===== src/rtl/reg_bus_if.sv =====
// Register-bus bundle shared by two requesters and one peripheral port.
// slave = arbiter view, master = requester/peripheral view.
interface reg_bus_if #(
  parameter int ADDR_W = 4,
  parameter int DATA_W = 8
);
  logic              req0_valid;
  logic              req0_write;
  logic [ADDR_W-1:0] req0_addr;
  logic [DATA_W-1:0] req0_wdata;
  logic              req0_ready;
  logic              rsp0_valid;
  logic [DATA_W-1:0] rsp0_rdata;

  logic              req1_valid;
  logic              req1_write;
  logic [ADDR_W-1:0] req1_addr;
  logic [DATA_W-1:0] req1_wdata;
  logic              req1_ready;
  logic              rsp1_valid;
  logic [DATA_W-1:0] rsp1_rdata;

  logic [ADDR_W-1:0] per_address;
  logic              per_data_write;
  logic [DATA_W-1:0] per_data_in;
  logic [DATA_W-1:0] per_data_out;

  modport slave (
    input  req0_valid, req0_write, req0_addr, req0_wdata,
    input  req1_valid, req1_write, req1_addr, req1_wdata,
    input  per_data_out,
    output req0_ready, rsp0_valid, rsp0_rdata,
    output req1_ready, rsp1_valid, rsp1_rdata,
    output per_address, per_data_write, per_data_in
  );

  modport master (
    output req0_valid, req0_write, req0_addr, req0_wdata,
    output req1_valid, req1_write, req1_addr, req1_wdata,
    output per_data_out,
    input  req0_ready, rsp0_valid, rsp0_rdata,
    input  req1_ready, rsp1_valid, rsp1_rdata,
    input  per_address, per_data_write, per_data_in
  );
endinterface


===== src/rtl/reg_bus_arbiter.sv =====
// Two-requester register-port arbiter: IDLE -> ISSUE -> RESP, one access in flight.
// Define REG_ARB_FIXED_PRIO_EN for fixed priority to requester 0 instead of round-robin.
module reg_bus_arbiter #(
  parameter int ADDR_W = 4,
  parameter int DATA_W = 8
) (
  input  logic      clk,
  input  logic      rst_n,
  reg_bus_if.slave  bus
);

  typedef enum logic [1:0] {
    IDLE  = 2'd0,
    ISSUE = 2'd1,
    RESP  = 2'd2
  } state_t;

  state_t            state_r;
  state_t            state_s;
  logic              accept_s;
  logic              grant_s;
  logic              sel_write_s;
  logic [ADDR_W-1:0] sel_addr_s;
  logic [DATA_W-1:0] sel_wdata_s;

  logic              owner_r;
  logic              write_r;
  logic [ADDR_W-1:0] per_address_r;
  logic [DATA_W-1:0] per_data_in_r;
  logic              per_write_r;
  logic [1:0]        rsp_valid_r;
  logic [DATA_W-1:0] rdata0_r;
  logic [DATA_W-1:0] rdata1_r;
`ifndef REG_ARB_FIXED_PRIO_EN
  logic              last_grant_r;
`endif

  // Winner selection; only meaningful while IDLE
  always_comb begin
    accept_s = 1'b0;
    grant_s  = 1'b0;
    if (state_r == IDLE) begin
      if (bus.req0_valid && bus.req1_valid) begin
        accept_s = 1'b1;
`ifdef REG_ARB_FIXED_PRIO_EN
        grant_s  = 1'b0;
`else
        grant_s  = ~last_grant_r;
`endif
      end else if (bus.req0_valid) begin
        accept_s = 1'b1;
        grant_s  = 1'b0;
      end else if (bus.req1_valid) begin
        accept_s = 1'b1;
        grant_s  = 1'b1;
      end else begin
        accept_s = 1'b0;
        grant_s  = 1'b0;
      end
    end else begin
      accept_s = 1'b0;
      grant_s  = 1'b0;
    end
  end

  // Request fields of the selected requester
  always_comb begin
    sel_write_s = bus.req0_write;
    sel_addr_s  = bus.req0_addr;
    sel_wdata_s = bus.req0_wdata;
    if (grant_s) begin
      sel_write_s = bus.req1_write;
      sel_addr_s  = bus.req1_addr;
      sel_wdata_s = bus.req1_wdata;
    end else begin
      sel_write_s = bus.req0_write;
      sel_addr_s  = bus.req0_addr;
      sel_wdata_s = bus.req0_wdata;
    end
  end

  // Next-state logic
  always_comb begin
    state_s = state_r;
    case (state_r)
      IDLE: begin
        if (accept_s) begin
          state_s = ISSUE;
        end else begin
          state_s = IDLE;
        end
      end
      ISSUE:   state_s = RESP;
      RESP:    state_s = IDLE;
      default: state_s = IDLE;
    endcase
  end

  // State register
  always_ff @(posedge clk or negedge rst_n) begin
    if (!rst_n) begin
      state_r <= IDLE;
    end else begin
      state_r <= state_s;
    end
  end

  // Transaction latch, peripheral drive and response capture.
  // Read data is captured at the end of ISSUE so it is valid alongside rsp_valid in RESP.
  always_ff @(posedge clk or negedge rst_n) begin
    if (!rst_n) begin
      owner_r       <= 1'b0;
      write_r       <= 1'b0;
      per_address_r <= {ADDR_W{1'b0}};
      per_data_in_r <= {DATA_W{1'b0}};
      per_write_r   <= 1'b0;
      rsp_valid_r   <= 2'b00;
      rdata0_r      <= {DATA_W{1'b0}};
      rdata1_r      <= {DATA_W{1'b0}};
    end else begin
      per_write_r <= 1'b0;
      rsp_valid_r <= 2'b00;
      if (accept_s) begin
        owner_r       <= grant_s;
        write_r       <= sel_write_s;
        per_address_r <= sel_addr_s;
        per_data_in_r <= sel_wdata_s;
        per_write_r   <= sel_write_s;
      end
      if (state_r == ISSUE) begin
        if (owner_r) begin
          rsp_valid_r <= 2'b10;
          if (!write_r) begin
            rdata1_r <= bus.per_data_out;
          end
        end else begin
          rsp_valid_r <= 2'b01;
          if (!write_r) begin
            rdata0_r <= bus.per_data_out;
          end
        end
      end
    end
  end

`ifndef REG_ARB_FIXED_PRIO_EN
  // Round-robin history; reset to 1 so requester 0 wins the first tie
  always_ff @(posedge clk or negedge rst_n) begin
    if (!rst_n) begin
      last_grant_r <= 1'b1;
    end else if (accept_s) begin
      last_grant_r <= grant_s;
    end
  end
`endif

  assign bus.req0_ready     = accept_s & ~grant_s;
  assign bus.req1_ready     = accept_s & grant_s;
  assign bus.rsp0_valid     = rsp_valid_r[0];
  assign bus.rsp1_valid     = rsp_valid_r[1];
  assign bus.rsp0_rdata     = rdata0_r;
  assign bus.rsp1_rdata     = rdata1_r;
  assign bus.per_address    = per_address_r;
  assign bus.per_data_in    = per_data_in_r;
  assign bus.per_data_write = per_write_r;

endmodule


===== src/flat_wrapper.sv =====
// flat-port wrapper written by rule: the top's interface ports become plain ports
module reg_bus_arbiter_flat 
#(
  parameter int ADDR_W = 4,
  parameter int DATA_W = 8
)
  (clk, rst_n, bus_req0_valid, bus_req0_write, bus_req0_addr, bus_req0_wdata, bus_req1_valid, bus_req1_write, bus_req1_addr, bus_req1_wdata, bus_per_data_out, bus_req0_ready, bus_rsp0_valid, bus_rsp0_rdata, bus_req1_ready, bus_rsp1_valid, bus_rsp1_rdata, bus_per_address, bus_per_data_write, bus_per_data_in);
  reg_bus_if #(.ADDR_W(ADDR_W), .DATA_W(DATA_W)) bus_i ();
  input  logic clk;
  input  logic rst_n;
  input wire logic [$bits(bus_i.req0_valid)-1:0] bus_req0_valid;
  input wire logic [$bits(bus_i.req0_write)-1:0] bus_req0_write;
  input wire logic [$bits(bus_i.req0_addr)-1:0] bus_req0_addr;
  input wire logic [$bits(bus_i.req0_wdata)-1:0] bus_req0_wdata;
  input wire logic [$bits(bus_i.req1_valid)-1:0] bus_req1_valid;
  input wire logic [$bits(bus_i.req1_write)-1:0] bus_req1_write;
  input wire logic [$bits(bus_i.req1_addr)-1:0] bus_req1_addr;
  input wire logic [$bits(bus_i.req1_wdata)-1:0] bus_req1_wdata;
  input wire logic [$bits(bus_i.per_data_out)-1:0] bus_per_data_out;
  output wire logic [$bits(bus_i.req0_ready)-1:0] bus_req0_ready;
  output wire logic [$bits(bus_i.rsp0_valid)-1:0] bus_rsp0_valid;
  output wire logic [$bits(bus_i.rsp0_rdata)-1:0] bus_rsp0_rdata;
  output wire logic [$bits(bus_i.req1_ready)-1:0] bus_req1_ready;
  output wire logic [$bits(bus_i.rsp1_valid)-1:0] bus_rsp1_valid;
  output wire logic [$bits(bus_i.rsp1_rdata)-1:0] bus_rsp1_rdata;
  output wire logic [$bits(bus_i.per_address)-1:0] bus_per_address;
  output wire logic [$bits(bus_i.per_data_write)-1:0] bus_per_data_write;
  output wire logic [$bits(bus_i.per_data_in)-1:0] bus_per_data_in;
  assign bus_i.req0_valid = bus_req0_valid;
  assign bus_i.req0_write = bus_req0_write;
  assign bus_i.req0_addr = bus_req0_addr;
  assign bus_i.req0_wdata = bus_req0_wdata;
  assign bus_i.req1_valid = bus_req1_valid;
  assign bus_i.req1_write = bus_req1_write;
  assign bus_i.req1_addr = bus_req1_addr;
  assign bus_i.req1_wdata = bus_req1_wdata;
  assign bus_i.per_data_out = bus_per_data_out;
  assign bus_req0_ready = bus_i.req0_ready;
  assign bus_rsp0_valid = bus_i.rsp0_valid;
  assign bus_rsp0_rdata = bus_i.rsp0_rdata;
  assign bus_req1_ready = bus_i.req1_ready;
  assign bus_rsp1_valid = bus_i.rsp1_valid;
  assign bus_rsp1_rdata = bus_i.rsp1_rdata;
  assign bus_per_address = bus_i.per_address;
  assign bus_per_data_write = bus_i.per_data_write;
  assign bus_per_data_in = bus_i.per_data_in;
  reg_bus_arbiter #(.ADDR_W(ADDR_W), .DATA_W(DATA_W)) u_core (.clk(clk), .rst_n(rst_n), .bus(bus_i));
endmodule

===== config.mk =====
export PLATFORM = sky130hd
export DESIGN_NAME = reg_bus_arbiter_flat
export DESIGN_NICKNAME = d
export VERILOG_FILES = /design/src/rtl/reg_bus_if.sv /design/src/rtl/reg_bus_arbiter.sv /design/src/flat_wrapper.sv
export SDC_FILE = /design/constraint.sdc
export NUM_CORES = 1
export LEC_CHECK = 0
export CELL_PAD_IN_SITES_DETAIL_PLACEMENT = 1
export CELL_PAD_IN_SITES_GLOBAL_PLACEMENT = 1
export CORE_UTILIZATION = 27
export DETAILED_ROUTE_END_ITERATION = 6
export PLACE_DENSITY_LB_ADDON = 0.1
export SYNTH_ARGS = -nofsm -noshare
export SYNTH_HDL_FRONTEND = slang
export SYNTH_SLANG_ARGS = --single-unit

===== constraint.sdc =====
create_clock -name clk -period 1.5 [get_ports clk]
set_clock_uncertainty 0.15 [all_clocks]
set_input_delay 0.3 -clock clk [delete_from_list [all_inputs] [get_ports clk]]
set_output_delay 0.3 -clock clk [all_outputs]
set_load 0.01 [all_outputs]

; ---- Word level (Yosys, flattened, before mapping)
; Cells that the tools add are included.
[op_classes]
add_sub_neg = 0
mul = 0
n_div = 0
n_lt_le_gt_ge = 0
eq_ne = 1
shift = 0
n_mux = 15
bitwise = 6
reduce_logical = 4
[ops]
columns = operator, n
row1 = two-way mux 1 bit, 10
row2 = two-way mux 8 bit, 1
row3 = AND reduction 3 bit, 2
row4 = two-way mux 2 bit, 2
row5 = two-way mux 4 bit, 1
row6 = NOT 1 bit, 4
row7 = case mux 2 bit (2 select lines), 1
row8 = AND 1 bit, 2
row9 = "equality test 2 x 1 -> 1 bit, second input constant", 1
row10 = logical NOT 2 bit, 1
row11 = logical AND 1 bit, 1
[word_totals]
register_bits = 36
latch_bits = 0
mem_bits_rw = 0
rom_bits = 0
in_bits = 38
n_memories = 0

; ---- Logic depth before layout (Yosys ltp)
[depth]
word_depth = 6
mapped_depth = 6
depth_no_buf = 4

; ---- Worst setup path after synthesis
; Ideal clock, no wire load.
[synth_path]
path_kind = register to output
startpoint = register u_core.last_grant_r
endpoint = output bus_req0_ready
arrival_time_ns = 1.043
required_ns = 1.050
path_slack_ns = 0.007
stages_incl_launch_ff = 4
n_path_buf = 1
path_cell_list = dfstp_2 -> a21boi_1 -> clkbuf_1 -> nor2_1
[synth_via]
elab_chain_cells = 5
[synth_rtl]
columns = element, line_no
row1 = from (decl), reg_bus_arbiter.sv:35  ; logic last_grant_r;
row2 = from (signal assigned), reg_bus_arbiter.sv:152  ; last_grant_r <= grant_s;
row3 = NOT 1 bit, reg_bus_arbiter.sv:48  ; grant_s = ~last_grant_r;
row4 = two-way mux 1 bit, reg_bus_arbiter.sv:43  ; if (bus.req0_valid && bus.req1_valid) begin
row5 = two-way mux 1 bit, reg_bus_arbiter.sv:42  ; if (state_r == IDLE) begin
row6 = NOT 1 bit, reg_bus_arbiter.sv:157  ; assign bus.req0_ready = accept_s & ~grant_s;
row7 = AND 1 bit, reg_bus_arbiter.sv:157
row8 = to (decl), flat_wrapper.sv:20  ; output wire logic [$bits(bus_i.req0_ready)-1:0] bus_req0_ready;
; Every way passes these cells.

; ---- Worst setup path in the final report
; Ends and elaborated chain as after synthesis.

==> flow_summary.toml <==
[synthesis]
syn_avg_cell_area_sq_um = 11.9
yosysWarnings = 0
synth_nets = 166
synth_area_leader_cell = "dfrtp_1"
synth-seq-area-share = 0.592
synth_area_sq_um = 1520
syn_inst = 128
synth-seq-cells = 36
synth_top_area_frac = 0.575
synth.area.top_cells = "dfrtp_1 57%, mux2_2 12%, nand3_1 7.9%"
synth_cell_types = 23

[power_and_ir_drop]
power_frac_clock = 0.149
power_density_nw_per_um2 = 2060
power_frac_comb = 0.534
switchingPower_w = 0.00194
ir_drop_mv = 0.937
p_int_w = 0.00367
p_leak_nw = 1.30
p_seq_frac = 0.317
swShare = 0.346
p_total_w = 0.00562

[floorplanning]
rows = 26
start_util = 0.289
die_width_um = 77.1
dieHeight_um = 77.1
core_sq_um = 5270
ios = 71
die_area_sq_um = 5950

[routing]
ant_nets = 0
routed_wl_um = 4790
dr.pass1.iters = 4
drcViolationCount = 0
vias = 1373
drt-met1-wl_um = 2030
dr_wl_met3_um = 301
top_layer = "met4"
wl_per_cell_um = 16.4
avgViaCountPerCell = 4.69
initialDrtViolationCount = 34
wl_met2_um = 2420

[worst_setup_path]
regToRegEndpoint = "u_core.write_r"
crit_slowest_cell = "dfstp_2"
path_cells = "a21boi_2 -> buf_4 -> nor2_2 -> buf_2"
critPathRequiredTime_ns = 1.05
reg2reg_depth = 5
critPathMaxStageDelay_ns = 0.54
start_kind = "flip-flop"
critPathKind = "flip-flop to output pin"
r2r-start = "u_core.last_grant_r"
worstPathArrival_ns = 1.23
ff2ff_setup_slack_ns = -0.14
crit_fanout = 2
end_kind = "output pin"

[clocking]
worstSkewPairLatency_ns = 0.28
cts_buffers = 5
clkSlewWorstSetupHoldPaths_ns = 0.07
cts-htree-levels = 2
cts_tree = "yes"
cts.sinks = 36
clockBufferDepth = 2
ctsRootBufferMaster = "clkbuf_8"

[status]
violations = "negative setup slack"
outcome = "finished with violations"

[global_routing]
grtUsageTotal = 0.167
overflow = 0
grt_pass1_vias = 1445
grt_max_degree = 25
grt_first_pass_wirelength_um = 7440
grt_antenna_before_repair = 0

[placement]
dp_slack_ns = -0.694
place_area_sq_um = 2430
dp.cells = 277
gp_congestion = 0.760
dp_hpwl_um = 3270
port_buffers = 70

[hold_path]
hold_class = "input port to asynchronous set/reset pin"

[job]
maxCapViolCount = 0

[sta]
worst_pin_slew_ns = 0.276
timing.final.ws_setup_ns = -0.182
slew_violations = 0
fin_crit_sh = 1.12
hold_viol = 0
finalSetupViolations = 20
fmax_mhz = 594
relSlewSlack = 0.816
period_needed_ns = 1.68
rsz0062_at_grt = "true"

[final_layout]
fin_nets = 260
area_growth_pct = 78.6
fin_area_sq_um = 2720
drive_above_1_share = 0.291
nFillCells = 582
antenna_cells = 0
final_core_util = 0.516
instances_no_fill = 293
-- critical path: cells and delay by family (launching register included) --
family	cells	cell delay [ns]
buffers and inverters	2	0.27
AOI/OAI and AO/OA	1	0.06
DFF	1	0.54
and+or+nand+nor	1	0.08
-- cells in the mapped netlist (all sizes together) --
cell type	count
and3b	1
mux2	16
nor3	1
and3	2
a221o	1
inv	15
dfrtp	35
or2	1
a21o	3
nand3	24
nor2b	1
o221ai	12
nor2	3
nand2	2
clkbuf	4
nand2b	1
a21boi	1
dfstp	1
buf	4
-- layout by cell type, fill, tap and decap left out, types with 5 or more instances in the layout --
cell type        netlist  layout
dfrtp_1               35      35
clkdlybuf4s50_1        0      34
dlygate4sd2_1          0      33
nand3_1               24      24
mux2_4                 0      16
buf_4                  2      15
inv_1                 14      13
o221ai_1              12       8
clkbuf_8               0       5
-- kinds of logic after synthesis --
logic type      count (synthesis)  synth area share
compound gates                 17            0.0952
flops                          36             0.592
simple gates                   36             0.131
buf+inv                        23            0.0632
mux                            16             0.118
-- what timing repair did --
action | 4_1_cts | 5_1_grt
pin swaps | 0 | 5
hold buffers | 1 | 0
endpoints found under the hold margin | 10 | 0
gates cloned | 0 | 1
resized for setup | 64 | 16
setup buffers | 2 | 5
setup endpoints to repair | 63 | 32
-- layer usage --
layer | up-vias | global-route usage
met5 | - | 0
li1 | 636 | -
met3 | 5 | 0.0452
met2 | 56 | 0.296
met1 | 676 | 0.195
met4 | 0 | 0.0509
-- power groups by stage --
stage	logic (W)	clock network [W]	registers, W
floorplan	0.000991	0	0.00194
global placement	0.00264	0	0.00174
detailed placement	0.00270	0	0.00178
CTS	0.00265	0.000865	0.00178
global route	0.00322	0.000901	0.00185
finish	0.00300	0.000840	0.00178
-- how the worst max path moves through the flow --
| stage | start | to | slack (ns) | cells after the start |
|---|---|---|---|---|
| 5_1_grt | u_core.state_r[1] | bus_req1_ready | -0.23 | 4 |
| 6_report | u_core.last_grant_r | bus_req0_ready | -0.18 | 4 |
| 2_1_floorplan | u_core.last_grant_r | bus_req0_ready | 0.007 | 3 |
| 3_5_place_dp | bus_req1_valid | bus_req1_ready | -0.69 | 5 |
| 3_3_place_gp | bus_req1_valid | bus_req1_ready | -0.65 | 5 |
| 4_1_cts | u_core.last_grant_r | bus_req0_ready | -0.21 | 4 |
-- registers in the layout, indices dropped and copies added, names as in the netlist --
signal	cells
u_core.write_r	1
u_core.bus.per_data_write	1
u_core.bus.per_data_in	8
u_core.bus.rsp1_rdata	8
u_core.state_r	2
u_core.last_grant_r	1
u_core.bus.rsp0_rdata	8
u_core.rsp_valid_r	2
u_core.bus.per_address	4
u_core.owner_r	1
-- per-stage QoR --
step / hold slack (ns) / setup TNS [ns]
3_5_place_dp: 0.0433 / -7.91
5_1_grt: 0.289 / -3.78
4_1_cts: 0.270 / -1.39
6_report: 0.270 / -2.38
3_3_place_gp: 0.0383 / -6.46
2_1_floorplan: -0.146 / 0
-- cell type report --
cell class                      instances  area (sq um)  share of cell area
Clock inverter                          2          35.0              0.0129
Sequential cell                        36           902               0.331
Tap cell                               70          87.6              0.0322
Timing Repair Buffer                   95           927               0.341
Inverter                               15          58.8              0.0216
Clock buffer                            6          72.6              0.0267
Multi-Input combinational cell         69           638               0.234
(Power assumes the default switching activity.)
